<file path="src/rtl/bias_bank.sv">
// Multi-lane bias adder with a DEPTH-row bias bank and an auto-advancing row pointer.
// Three register stages (capture, add, output) share one advance enable, so the pipeline stalls as a unit.
module bias_bank #(
    parameter int DWIDTH = 16,
    parameter int LANES  = 4,
    parameter int DEPTH  = 16,
    parameter int AWIDTH = 4,
    parameter int SAT    = 1
) (
    input  logic                      clk,
    input  logic                      xrst,
    input  logic                      enable,
    input  logic                      breg_we,
    input  logic [AWIDTH-1:0]         breg_addr,
    input  logic [LANES*DWIDTH-1:0]   read_bias,
    input  logic [AWIDTH-1:0]         bias_last,
    input  logic                      start,
    input  logic                      in_valid,
    output logic                      in_ready,
    input  logic [LANES*DWIDTH-1:0]   pixel_in,
    output logic                      out_valid,
    input  logic                      out_ready,
    output logic [LANES*DWIDTH-1:0]   pixel_out,
    output logic [LANES-1:0]          ovf,
    output logic [AWIDTH-1:0]         row_ptr
);

    localparam int              W        = LANES * DWIDTH;
    localparam logic [AWIDTH:0] DEPTH_W  = (AWIDTH + 1)'(DEPTH);
    localparam logic [AWIDTH-1:0] LAST_ROW = AWIDTH'(DEPTH - 1);
    localparam logic [AWIDTH-1:0] ONE_A    = AWIDTH'(1);
    localparam logic [AWIDTH-1:0] ZERO_A   = {AWIDTH{1'b0}};
    localparam logic              SAT_EN   = (SAT != 32'sd0);

    // Returns {overflow, result}; result is clamped or wrapped depending on SAT_EN.
    function automatic logic [DWIDTH:0] lane_add(input logic [DWIDTH-1:0] a,
                                                 input logic [DWIDTH-1:0] b);
        logic [DWIDTH:0]   s;
        logic              o;
        logic [DWIDTH-1:0] r;
        s = {a[DWIDTH-1], a} + {b[DWIDTH-1], b};
        o = s[DWIDTH] ^ s[DWIDTH-1];
        if (o && SAT_EN) begin
            r = s[DWIDTH] ? {1'b1, {(DWIDTH-1){1'b0}}} : {1'b0, {(DWIDTH-1){1'b1}}};
        end else begin
            r = s[DWIDTH-1:0];
        end
        return {o, r};
    endfunction

    logic [W-1:0]        bank_r [DEPTH];
    logic                advance_s;
    logic                fire_s;
    logic [AWIDTH-1:0]   ptr_eff_s;
    logic [AWIDTH-1:0]   last_eff_s;
    logic [AWIDTH-1:0]   ptr_next_s;
    logic [AWIDTH-1:0]   row_ptr_r;
    logic                s1_valid_r;
    logic                s1_en_r;
    logic [W-1:0]        s1_pix_r;
    logic [W-1:0]        s1_bias_r;
    logic                s2_valid_r;
    logic [W-1:0]        s2_data_r;
    logic [LANES-1:0]    s2_ovf_r;
    logic                out_valid_r;
    logic [W-1:0]        pixel_out_r;
    logic [LANES-1:0]    ovf_r;
    logic [W-1:0]        sum_s;
    logic [LANES-1:0]    sum_ovf_s;
    logic [DWIDTH:0]     lane_s;

    assign advance_s = !out_valid_r | out_ready;
    assign fire_s    = in_valid & advance_s;
    assign in_ready  = advance_s;
    assign out_valid = out_valid_r;
    assign pixel_out = pixel_out_r;
    assign ovf       = ovf_r;
    assign row_ptr   = row_ptr_r;

    // Row pointer: start forces row 0 for this cycle's beat; only enabled beats advance it.
    always_comb begin
        ptr_eff_s  = row_ptr_r;
        last_eff_s = bias_last;
        ptr_next_s = row_ptr_r;
        if (start) begin
            ptr_eff_s = ZERO_A;
        end else begin
            ptr_eff_s = row_ptr_r;
        end
        if ({1'b0, bias_last} >= DEPTH_W) begin
            last_eff_s = LAST_ROW;
        end else begin
            last_eff_s = bias_last;
        end
        if (fire_s && enable) begin
            ptr_next_s = (ptr_eff_s == last_eff_s) ? ZERO_A : ptr_eff_s + ONE_A;
        end else if (start) begin
            ptr_next_s = ZERO_A;
        end else begin
            ptr_next_s = row_ptr_r;
        end
    end

    // Per-lane add of the captured pixel and bias; bypass beats pass through untouched.
    always_comb begin
        sum_s     = {W{1'b0}};
        sum_ovf_s = {LANES{1'b0}};
        lane_s    = {(DWIDTH+1){1'b0}};
        for (int i = 0; i < LANES; i++) begin
            if (s1_en_r) begin
                lane_s = lane_add(s1_pix_r[i*DWIDTH +: DWIDTH], s1_bias_r[i*DWIDTH +: DWIDTH]);
            end else begin
                lane_s = {1'b0, s1_pix_r[i*DWIDTH +: DWIDTH]};
            end
            sum_s[i*DWIDTH +: DWIDTH] = lane_s[DWIDTH-1:0];
            sum_ovf_s[i]              = lane_s[DWIDTH];
        end
    end

    // Bias bank write port; out-of-range addresses are dropped.
    always_ff @(posedge clk or posedge xrst) begin
        if (xrst) begin
            for (int r = 0; r < DEPTH; r++) begin
                bank_r[r] <= {W{1'b0}};
            end
        end else if (breg_we && ({1'b0, breg_addr} < DEPTH_W)) begin
            bank_r[breg_addr] <= read_bias;
        end
    end

    // Row pointer register.
    always_ff @(posedge clk or posedge xrst) begin
        if (xrst) begin
            row_ptr_r <= ZERO_A;
        end else begin
            row_ptr_r <= ptr_next_s;
        end
    end

    // Pipeline stages; everything moves together on advance so a stall freezes the outputs.
    always_ff @(posedge clk or posedge xrst) begin
        if (xrst) begin
            s1_valid_r  <= 1'b0;
            s1_en_r     <= 1'b0;
            s1_pix_r    <= {W{1'b0}};
            s1_bias_r   <= {W{1'b0}};
            s2_valid_r  <= 1'b0;
            s2_data_r   <= {W{1'b0}};
            s2_ovf_r    <= {LANES{1'b0}};
            out_valid_r <= 1'b0;
            pixel_out_r <= {W{1'b0}};
            ovf_r       <= {LANES{1'b0}};
        end else if (advance_s) begin
            s1_valid_r  <= fire_s;
            if (fire_s) begin
                s1_en_r   <= enable;
                s1_pix_r  <= pixel_in;
                // Non-blocking read sees the row as it was before any same-edge write.
                s1_bias_r <= bank_r[ptr_eff_s];
            end
            s2_valid_r  <= s1_valid_r;
            if (s1_valid_r) begin
                s2_data_r <= sum_s;
                s2_ovf_r  <= sum_ovf_s;
            end
            out_valid_r <= s2_valid_r;
            if (s2_valid_r) begin
                pixel_out_r <= s2_data_r;
                ovf_r       <= s2_ovf_r;
            end
        end
    end

endmodule

</file>
<file path="config.mk">
export PLATFORM = sky130hd
export DESIGN_NAME = bias_bank
export DESIGN_NICKNAME = d
export VERILOG_FILES = /design/src/rtl/bias_bank.sv
export SDC_FILE = /design/constraint.sdc
export NUM_CORES = 2
export LEC_CHECK = 0
export BUFFER_PORTS_ARGS = -buffer_cell sky130_fd_sc_hd__buf_2
export CORE_ASPECT_RATIO = 0.75
export CORE_MARGIN = 3
export CORE_UTILIZATION = 30
export CTS_BUF_LIST = sky130_fd_sc_hd__clkbuf_8
export CTS_CLUSTER_SIZE = 24
export DETAILED_ROUTE_END_ITERATION = 16
export PLACE_DENSITY = 0.46
export SETUP_SLACK_MARGIN = 0.15
export SKIP_CTS_REPAIR_TIMING = 1
export SLEW_MARGIN = 40
export SYNTH_ARGS = -nofsm -noshare
export SYNTH_HDL_FRONTEND = slang
export SYNTH_SLANG_ARGS = --single-unit
</file>
<file path="constraint.sdc">
create_clock -name clk -period 60.2 [get_ports clk]
set_input_delay 3.01 -clock clk [delete_from_list [all_inputs] [get_ports clk]]
set_output_delay 3.01 -clock clk [all_outputs]
set_load 0.05 [all_outputs]
</file>
==> reports/qor.yml <==
yosys.area.top_type_share_pct: 54.0
grt_max_degree: 135
vdd_drop_max_v: 0.0000188
fin_util_pct: 34.7
syn2layout_area_growth_pct: 14.5
routed_wl_mm: 179
synth_cells: 4186
fin_crit_sh_pct: 11.7
critical_path.most_common_cell: "buf_2"
drive_gt1_share_pct: 19.6
synth_area_mm2: 0.0600
numPortBuffers: 216
fin_setup_tns_ps: 0
yosys_warnings: 0
hold_ws_ps: 478
wl_met1_mm: 89.6
vias: 36100
slew_violations: 0
synth_cell_types: 63
synth_flop_cell: "dfrtp_1"
fmax_mhz: 142
top_layer: "met5"
outcome: "completed"
dieArea_mm2: 0.206
pwr-share-comb_pct: 29.9
arrival_ps: 4040
period_minus_slack_ps: 7050
hold_class: "flop to flop"
crit_fanout: 10
postRouteAntennaNets: 0
cts_tree: "built"
rows: 141
initial_core_util_pct: 30.3
path_clk_slew_ps: 60
fin_ws_ps: 53150
fin_skew_ps: 55.8
tightest_slew_ps: 845
max_slew_margin_pct: 43.7
syn_avg_cell_area_um2: 14.3
powerDensity_mw_per_mm2: 42.8
finalSetupViolations: 0
switching_share_pct: 35.2
clk_latency_ps: 960
htreeDepth: 4
layout.nets: 4597
synth_edf_count: 0
synth_seq_area_share_pct: 54.0
p_leak_uw: 0.0300
grt_pass1_wl_mm: 266
p_int_uw: 1900
grt_pass1_vias: 37700
cts_buffers: 214
first_iter_violations: 2326
syn_nets: 4406
synth_top_cell_by_area: "dfrtp_1"
detail_route.wl_per_cell_um: 24.8
n_fill_cell: 19200
root_buffer: "clkbuf_8"
cp-start-kind: "input port"
grt-ovfl-total: 0
pwr-share-seq_pct: 43.7
synth_area_leaders: "dfrtp_1 (54%), mux2_1 (22%), mux4_2 (7.2%)"
drv_cap: 0
path_cells: "buf_2 > nand2b_1 > buf_2"
pre_cts_slack_ps: 53230
fin_cells: 7210
dr_wl_met3_mm: 8.32
route.met2.wl_mm: 76.9
dp.cells: 6803
antenna_found_initial: 46
crit_required_ps: 57190
finalHoldViolCount: 0
pwr-share-clk_pct: 26.4
rsz0062_at_grt: "no"
dpl.hpwl_mm: 108
die_x_um: 523
globalRouteTotalUtil_pct: 17.4
via_per_inst: 5.01
cts_buffer_depth: 3
cp-end-kind: "output port"
synth-seq-cells: 1296
async_flop_share_pct: 100
drt-pass1-iter-count: 5
die_h_um: 393
path_class: "input port to output port"
crit_slowest_cell: "nand2b_1"
power.switching_uw: 1040
slowest_delay_ps: 560
clock-sinks: 1296
core_mm2: 0.198
drc: 0
gp_congestion: 0.783
io_pins: 217
cells in the final DEF (no fill, tap or decap), types with 65 or more instances in the layout:
cell,netlist,layout
nand2_1,81,77
clkbuf_8,0,265
nor2_1,74,65
inv_1,37,116
mux2_1,1157,1157
buf_2,15,216
mux2i_1,258,258
dfrtp_1,1296,1293
ha_1,73,73
o22ai_1,143,143
a21oi_1,66,65
mux4_2,192,192
final cells by class:
class / count / area (µm²) / area share, %
inverters: 40 / 158 / 0.229
clock inverters: 112 / 579 / 0.843
repair buffers: 300 / 2180 / 3.17
diodes: 27 / 67.6 / 0.0983
clock buffers: 265 / 3650 / 5.31
flip-flops and latches: 1296 / 32400 / 47.2
multi-input cells: 2525 / 26400 / 38.3
well taps: 2645 / 3310 / 4.81
state kept, by name, indices dropped and copies added, names as in the netlist, 4 cells and up:
name / cells
s1_bias_r: 64
bank_r: 1024
s1_pix_r: 64
s2_data_r: 64
row_ptr: 4
ovf: 4
pixel_out: 64
s2_ovf_r: 4
worst paths after layout:
kind | from | endpoint | slack (ps) | cells past startpoint
min in group asynchronous | xrst | s1_pix_r[48] | 2190 | 2
hold reg to reg | s2_data_r[8] | s2_data_r[8] | 480 | 2
max in group asynchronous | xrst | bank_r[260] | 55050 | 7
hold / removal | s2_data_r[8] | s2_data_r[8] | 480 | 2
setup reg to reg | s1_bias_r[17] | s2_data_r[26] | 55940 | 13
setup / recovery | out_ready | in_ready | 53150 | 3
cells in the mapped netlist, drive strengths merged, types with 3 or more instances:
library cell  number
a2111oi            4
a211oi             8
a21boi             5
a21o              15
a21oi             66
a31oi             10
and3              10
buf               56
clkbuf           269
dfrtp           1296
fa                 4
ha                73
inv               40
mux2            1221
mux2i            258
mux4             192
nand2             81
nand2b            17
nand3             23
nand3b             4
nand4              6
nor2              74
nor2b             12
nor3              22
o2111ai            7
o211ai             8
o21a              15
o21ai            115
o21bai             7
o22ai            143
o311ai             3
o31a               8
o31ai              9
or3               33
or4                3
xnor2             26
xor2              18
metrics by stage:
stage | instance area, µm² | power [µW]
CTS | 68600 | 2980
global placement | 63900 | 2160
detailed placement | 64400 | 2180
finish | 68700 | 2940
floorplan | 60000 | 1910
global route | 68700 | 3130
power by group through the flow:
stage / sequential [µW] / combinational, µW / clock (µW)
after floorplan: 1290 / 612 / 0
after global placement: 1300 / 867 / 0
after detailed placement: 1300 / 885 / 0
after CTS: 1280 / 889 / 807
after global routing: 1310 / 972 / 845
final: 1280 / 879 / 776
kinds of logic after synthesis:
kind of cell / count (synthesis) / synth area share, %
buffers and inverters: 365 / 2.43
xor gates and xnor gates: 44 / 0.642
muxes: 1671 / 34.4
AOI/OAI and AO/OA: 437 / 4.48
DFF: 1296 / 54.0
and+or+nand+nor: 296 / 2.38
adders and majority gates: 77 / 1.65
worst max-delay path, delay by kind of cell:
family	cells	cell delay (ps)
buffers and inverters	2	460
AND/OR/NAND/NOR	1	560
routing by layer:
layer  global-route usage, %  up-vias
met5                       0        -
met4                    4.80        8
met3                    3.48      289
met2                    25.5      756
met1                    25.8    19100
li1                        -    16000
(Power assumes the default switching activity.)
